==> config.mk <==
export PLATFORM = sky130hd
export DESIGN_NAME = rr_req_master_flat
export DESIGN_NICKNAME = d
export VERILOG_FILES = /design/src/rtl/rr_req_master_if.sv /design/src/rtl/rr_req_master.sv /design/src/flat_wrapper.sv
export SDC_FILE = /design/constraint.sdc
export NUM_CORES = 1
export LEC_CHECK = 0
export BUFFER_PORTS_ARGS = -buffer_cell sky130_fd_sc_hd__buf_2
export CORE_ASPECT_RATIO = 1.2
export CORE_MARGIN = 1
export CORE_UTILIZATION = 59
export DETAILED_ROUTE_END_ITERATION = 10
export GPL_TIMING_DRIVEN = 0
export HOLD_SLACK_MARGIN = 0.03
export MAX_ROUTING_LAYER = met4
export PLACE_DENSITY = 0.79
export SYNTH_ARGS = -nofsm -noshare
export SYNTH_HDL_FRONTEND = slang
export SYNTH_SLANG_ARGS = --single-unit
==> constraint.sdc <==
create_clock -name clk -period 8.25 [get_ports clk]
set_clock_uncertainty 0.15 [all_clocks]
set_input_delay 0.4125 -clock clk [delete_from_list [all_inputs] [get_ports clk]]
set_output_delay 0.4125 -clock clk [all_outputs]
set_load 0.01 [all_outputs]
==> src/rtl/rr_req_master_if.sv <==
// Job, request/grant and transfer signals between rr_req_master, its clients and the arbiter.
// The master modport is the requester agent; the slave modport is its environment.
interface rr_req_master_if #(
    parameter int N = 8
);
    localparam int CH_W = (N > 1) ? $clog2(N) : 1;

    logic [N-1:0]    job_push;
    logic [N-1:0]    job_full;
    logic [N-1:0]    req;
    logic [N-1:0]    grant;
    logic            xfer_valid;
    logic [CH_W-1:0] xfer_ch;
    logic [7:0]      xfer_beat;
    logic            xfer_last;
    logic [N-1:0]    done;
    logic            err;

    modport master (
        input  job_push,
        input  grant,
        output job_full,
        output req,
        output xfer_valid,
        output xfer_ch,
        output xfer_beat,
        output xfer_last,
        output done,
        output err
    );

    modport slave (
        output job_push,
        output grant,
        input  job_full,
        input  req,
        input  xfer_valid,
        input  xfer_ch,
        input  xfer_beat,
        input  xfer_last,
        input  done,
        input  err
    );
endinterface

==> src/rtl/rr_req_master.sv <==
// Requester agent for a round-robin arbiter: per-client job counters, req generation, fixed bursts.
// Define RR_REQ_MASTER_CHECK_EN to compile in the sticky grant-protocol checker driving err.
module rr_req_master #(
    parameter int N         = 8,
    parameter int CNT_W     = 4,
    parameter int BURST_LEN = 4
) (
    input  logic            clk,
    input  logic            rstn,
    rr_req_master_if.master bus
);
    localparam int               CH_W      = (N > 1) ? $clog2(N) : 1;
    localparam logic [CNT_W-1:0] CNT_MAX   = {CNT_W{1'b1}};
    localparam logic [7:0]       LAST_BEAT = 8'(BURST_LEN - 1);

    typedef enum logic [1:0] {
        IDLE = 2'd0,
        XFER = 2'd1,
        GAP  = 2'd2
    } state_t;

    state_t          state_reg;
    logic [N-1:0]    req_reg;
    logic [N-1:0]    done_reg;
    logic            xfer_valid_reg;
    logic            xfer_last_reg;
    logic [CH_W-1:0] ch_reg;
    logic [7:0]      beat_reg;

    logic [N-1:0]    cnt_nz;
    logic [N-1:0]    full_vec;
    logic [CH_W-1:0] grant_idx;
    logic            grant_any;
    logic            grant_take;
    logic            xfer_end;

    assign xfer_end = (state_reg == XFER) && (beat_reg == LAST_BEAT);

    // Push and completion on the same edge cancel; a push into a full counter is dropped.
    genvar gi;
    generate
        for (gi = 0; gi < N; gi++) begin : g_client
            logic [CNT_W-1:0] cnt_reg;
            logic             push_ok;
            logic             cmpl;

            assign push_ok      = bus.job_push[gi] && (cnt_reg != CNT_MAX);
            assign cmpl         = xfer_end && (ch_reg == CH_W'(gi));
            assign cnt_nz[gi]   = (cnt_reg != '0);
            assign full_vec[gi] = (cnt_reg == CNT_MAX);

            always_ff @(posedge clk) begin
                if (!rstn) begin
                    cnt_reg <= '0;
                end else if (push_ok && !cmpl) begin
                    cnt_reg <= cnt_reg + CNT_W'(1);
                end else if (!push_ok && cmpl) begin
                    cnt_reg <= cnt_reg - CNT_W'(1);
                end
            end
        end
    endgenerate

    // Lowest set grant bit wins when several are present.
    always_comb begin
        grant_idx = '0;
        for (int i = N - 1; i >= 0; i--) begin
            if (bus.grant[i]) begin
                grant_idx = CH_W'(i);
            end
        end
    end

    assign grant_any = |bus.grant;

`ifdef RR_REQ_MASTER_CHECK_EN
    logic grant_onehot;
    logic grant_bad;
    logic err_reg;

    assign grant_onehot = grant_any && ((bus.grant & (bus.grant - N'(1))) == '0);
    assign grant_take   = grant_onehot && cnt_nz[grant_idx];
    assign grant_bad    = grant_any &&
                          (!grant_onehot || (|(bus.grant & ~req_reg)) || (|(bus.grant & ~cnt_nz)));

    always_ff @(posedge clk) begin
        if (!rstn) begin
            err_reg <= 1'b0;
        end else if ((state_reg == IDLE) && grant_bad) begin
            err_reg <= 1'b1;
        end
    end

    assign bus.err = err_reg;
`else
    assign grant_take = grant_any && cnt_nz[grant_idx];
    assign bus.err    = 1'b0;
`endif

    always_ff @(posedge clk) begin
        if (!rstn) begin
            state_reg      <= IDLE;
            req_reg        <= '0;
            done_reg       <= '0;
            xfer_valid_reg <= 1'b0;
            xfer_last_reg  <= 1'b0;
            ch_reg         <= '0;
            beat_reg       <= '0;
        end else begin
            done_reg <= '0;
            case (state_reg)
                IDLE: begin
                    if (grant_take) begin
                        state_reg      <= XFER;
                        ch_reg         <= grant_idx;
                        req_reg        <= '0;
                        xfer_valid_reg <= 1'b1;
                        beat_reg       <= 8'd0;
                        xfer_last_reg  <= 1'b0;
                    end else begin
                        req_reg <= cnt_nz;
                    end
                end
                XFER: begin
                    if (beat_reg == LAST_BEAT) begin
                        state_reg      <= GAP;
                        xfer_valid_reg <= 1'b0;
                        xfer_last_reg  <= 1'b0;
                        beat_reg       <= 8'd0;
                        done_reg       <= N'(1) << ch_reg;
                    end else begin
                        beat_reg      <= beat_reg + 8'd1;
                        xfer_last_reg <= ((beat_reg + 8'd1) == LAST_BEAT);
                    end
                end
                GAP: begin
                    // Counts already reflect the completed job, so req restarts from fresh state.
                    state_reg <= IDLE;
                    req_reg   <= cnt_nz;
                end
                default: begin
                    state_reg <= IDLE;
                    req_reg   <= '0;
                end
            endcase
        end
    end

    assign bus.req        = req_reg;
    assign bus.done       = done_reg;
    assign bus.job_full   = full_vec;
    assign bus.xfer_valid = xfer_valid_reg;
    assign bus.xfer_last  = xfer_last_reg;
    assign bus.xfer_ch    = ch_reg;
    assign bus.xfer_beat  = beat_reg;
endmodule
==> src/flat_wrapper.sv <==
// flat-port wrapper written by rule: the top's interface ports become plain ports
module rr_req_master_flat 
#(
    parameter int N         = 8,
    parameter int CNT_W     = 4,
    parameter int BURST_LEN = 4
)
  (clk, rstn, bus_job_push, bus_grant, bus_job_full, bus_req, bus_xfer_valid, bus_xfer_ch, bus_xfer_beat, bus_xfer_last, bus_done, bus_err);
  rr_req_master_if #(.N(N)) bus_i ();
  input  logic clk;
  input  logic rstn;
  input wire logic [$bits(bus_i.job_push)-1:0] bus_job_push;
  input wire logic [$bits(bus_i.grant)-1:0] bus_grant;
  output wire logic [$bits(bus_i.job_full)-1:0] bus_job_full;
  output wire logic [$bits(bus_i.req)-1:0] bus_req;
  output wire logic [$bits(bus_i.xfer_valid)-1:0] bus_xfer_valid;
  output wire logic [$bits(bus_i.xfer_ch)-1:0] bus_xfer_ch;
  output wire logic [$bits(bus_i.xfer_beat)-1:0] bus_xfer_beat;
  output wire logic [$bits(bus_i.xfer_last)-1:0] bus_xfer_last;
  output wire logic [$bits(bus_i.done)-1:0] bus_done;
  output wire logic [$bits(bus_i.err)-1:0] bus_err;
  assign bus_i.job_push = bus_job_push;
  assign bus_i.grant = bus_grant;
  assign bus_job_full = bus_i.job_full;
  assign bus_req = bus_i.req;
  assign bus_xfer_valid = bus_i.xfer_valid;
  assign bus_xfer_ch = bus_i.xfer_ch;
  assign bus_xfer_beat = bus_i.xfer_beat;
  assign bus_xfer_last = bus_i.xfer_last;
  assign bus_done = bus_i.done;
  assign bus_err = bus_i.err;
  rr_req_master #(.N(N), .CNT_W(CNT_W), .BURST_LEN(BURST_LEN)) u_core (.clk(clk), .rstn(rstn), .bus(bus_i));
endmodule
==> results.sh <==
export IMPL_first_pass_iters=5
export IMPL_hpwlAfterDp_um=5890
export IMPL_dieHeight_um=86.9
export IMPL_cp_cell_sequence="ha_1 > clkbuf_1 > nand4_1 > nor2_1 > nand3_1 > or2_2 > ha_1 > inv_1 > ha_1 > a21o_1 > a21oi_1 > xnor2_1 > or3_1 > a21oi_1"
export IMPL_p_per_area_nw_per_um2=212
export IMPL_syn_to_final_growth_pct=16.9
export IMPL_fin_ws_ns=4.44
export IMPL_antenna_left=0
export IMPL_ys_async_sr_fraction=0
export IMPL_port_buffers=54
export IMPL_die_width_um=72.8
export IMPL_fin_util=0.727
export IMPL_antennaDiodeCount=0
export IMPL_synth_distinct_cells=47
export IMPL_crit_path_end_kind="register"
export IMPL_via_count=3122
export IMPL_rr_worst_depth=14
export IMPL_min_period_ns=3.81
export IMPL_ir_worst_vdd_v=0.000116
export IMPL_htree_levels=3
export IMPL_grt_pass1_vias=2999
export IMPL_critical_path_class="register to register"
export IMPL_core_area_um2=5710
export IMPL_cts_setup_buffers=0
export IMPL_wl_per_cell_um=14.5
export IMPL_crit_slowest_cell="dfxtp_1"
export IMPL_start_util=0.621
export IMPL_yosys_warnings=0
export IMPL_nets=520
export IMPL_ys_top_cells_by_area="dfxtp_1 36%, ha_1 9.2%, nor2_1 5.9%"
export IMPL_finalHoldViolations=0
export IMPL_syn_area_per_cell_um2=8.80
export IMPL_synthCells=403
export IMPL_rsz0062_at_grt="false"
export IMPL_slew_headroom=0.608
export IMPL_drc=0
export IMPL_grt_max_degree=11
export IMPL_path_max_fanout=8
export IMPL_p_total_uw=879
export IMPL_grt_first_pass_wirelength_um=13300
export IMPL_drtIter0Drc=123
export IMPL_most_common_layout_cells="63 x dfxtp_1, 56 x nor2_1, 54 x buf_2, 36 x a21oi_1, 26 x ha_1"
export IMPL_ys_seq_area_frac=0.356
export IMPL_grt_use_total=0.283
export IMPL_die_area_um2=6320
export IMPL_critPathRequiredTime_ns=8.36
export IMPL_startpoint_type="register"
export IMPL_hp_class="input port to register"
export IMPL_setup_viol=0
export IMPL_io_pins=56
export IMPL_dp_slack_ns=4.55
export IMPL_period_share=0.461
export IMPL_leakage_uw=0.00184
export IMPL_achievable_frequency_mhz=263
export IMPL_gp_congestion=0.863
export IMPL_drive_above_1_share=0.165
export IMPL_max_cap_viol_count=0
export IMPL_slowest_delay_ns=0.43
export IMPL_cts_tree="built"
export IMPL_viasPerCell=5.66
export IMPL_ys_flop_type="dfxtp_1"
export IMPL_numClockSinks=63
export IMPL_grt_overflow=0
export IMPL_ctsResizeCount=0
export IMPL_hold_depth=3
export IMPL_synth_top_cell_by_area="dfxtp_1"
export IMPL_synth_seq_cells=63
export IMPL_clk_pin_slew_worst_paths_ns=0.07
export IMPL_cts_root_buf="clkbuf_8"
export IMPL_fin_setup_tns_ns=0
export IMPL_syn_area_um2=3540
export IMPL_crit_arrival_ns=3.92
export IMPL_slew_violations=0
export IMPL_outcome="completed"
export IMPL_synth_top_area_share=0.356
export IMPL_cts_inserted_buffers=9
export IMPL_final_common_cell="dfxtp_1"
export IMPL_syn_num_nets=455
export IMPL_worst_pin_slew_ns=0.580
export IMPL_insertion_delay_ns=0.34
export IMPL_largest_reg_flops=32
export IMPL_cts_max_path_buffers=2
export IMPL_drt_wl_total_um=7990
export IMPL_antenna_found_initial=0
export IMPL_crit_top_cell="ha_1"
export IMPL_synth_edf_count=0
export IMPL_rows=30
export IMPL_holdBufCountCts=0
## synth_stat cells (all sizes together), types with 2 or more instances
master / number
inv: 16
and4: 8
a211o: 2
clkbuf: 12
nor2: 56
or3: 8
nand3: 6
nand3b: 2
a31oi: 4
o21ai: 21
a311oi: 4
xor2: 8
nand4: 5
fa: 8
buf: 3
dfxtp: 63
nand4b: 2
mux2i: 11
a21o: 9
nor4: 11
ha: 26
o31ai: 9
or2: 4
a41oi: 2
nor2b: 8
nand2: 22
a21oi: 36
nand2b: 4
nor3: 2
nor3b: 3
xnor2: 17
## layer usage
layer | track usage | routed length (µm) | vias up
li1 | - | - | 1571
met1 | 0.321 | 3420 | 1429
met2 | 0.470 | 3900 | 98
met3 | 0.0637 | 424 | 24
met4 | 0.137 | 246 | 0
met5 | - | 0 | -
## final cells by class
type | instances | area [µm²]
multi-input cells | 309 | 2160
fillers | 455 | 1560
flip-flops and latches | 63 | 1260
repair buffers | 54 | 270
clock buffers | 12 | 165
well taps | 80 | 100
clock inverters | 3 | 65.1
plain buffers | 15 | 60.1
inverters | 16 | 60.1
## stage by stage
stage | cells | hold WS [ns] | cell area [µm²]
after floorplan | 403 | 0.317 | 3540
after global routing | 552 | 0.297 | 4150
after detailed placement | 537 | 0.295 | 3920
final | 552 | 0.300 | 4150
after global placement | 537 | 0.281 | 3920
after CTS | 552 | 0.280 | 4150
## worst max-delay path: cells and delay by family, from the launching register on
kind,cells,cell delay (ns)
DFF,1,0.43
xor gates and xnor gates,1,0.09
buffers and inverters,2,0.41
and+or+nand+nor,5,1.50
adders and majority gates,3,0.66
AOI/OAI and AO/OA,3,0.50
## cell families after synthesis
group	after synthesis	share of synthesized area
compound gates	95	0.175
other cells	1	0.00106
xor+xnor	25	0.0618
buf+inv	31	0.0339
flops	63	0.356
mux	11	0.0311
simple gates	143	0.204
fa+ha+maj	34	0.137
## worst paths after layout
path	start	end	slack, ns
setup / recovery	u_core.bus.xfer_beat[1]	u_core.g_client[6].cnt_reg[3]	4.44
hold / removal	rstn	u_core.bus.done[0]	0.30
setup reg to reg	u_core.bus.xfer_beat[1]	u_core.g_client[6].cnt_reg[3]	4.44
hold reg to reg	u_core.bus.req[4]	u_core.bus.req[4]	0.32
## power by group
part / total, µW / internal (µW) / switching [µW]
Sequential: 372 / 337 / 35.6
Clock: 304 / 193 / 112
Combinational: 203 / 89.4 / 113
Total: 879 / 619 / 260
(Power assumes the default switching activity.)
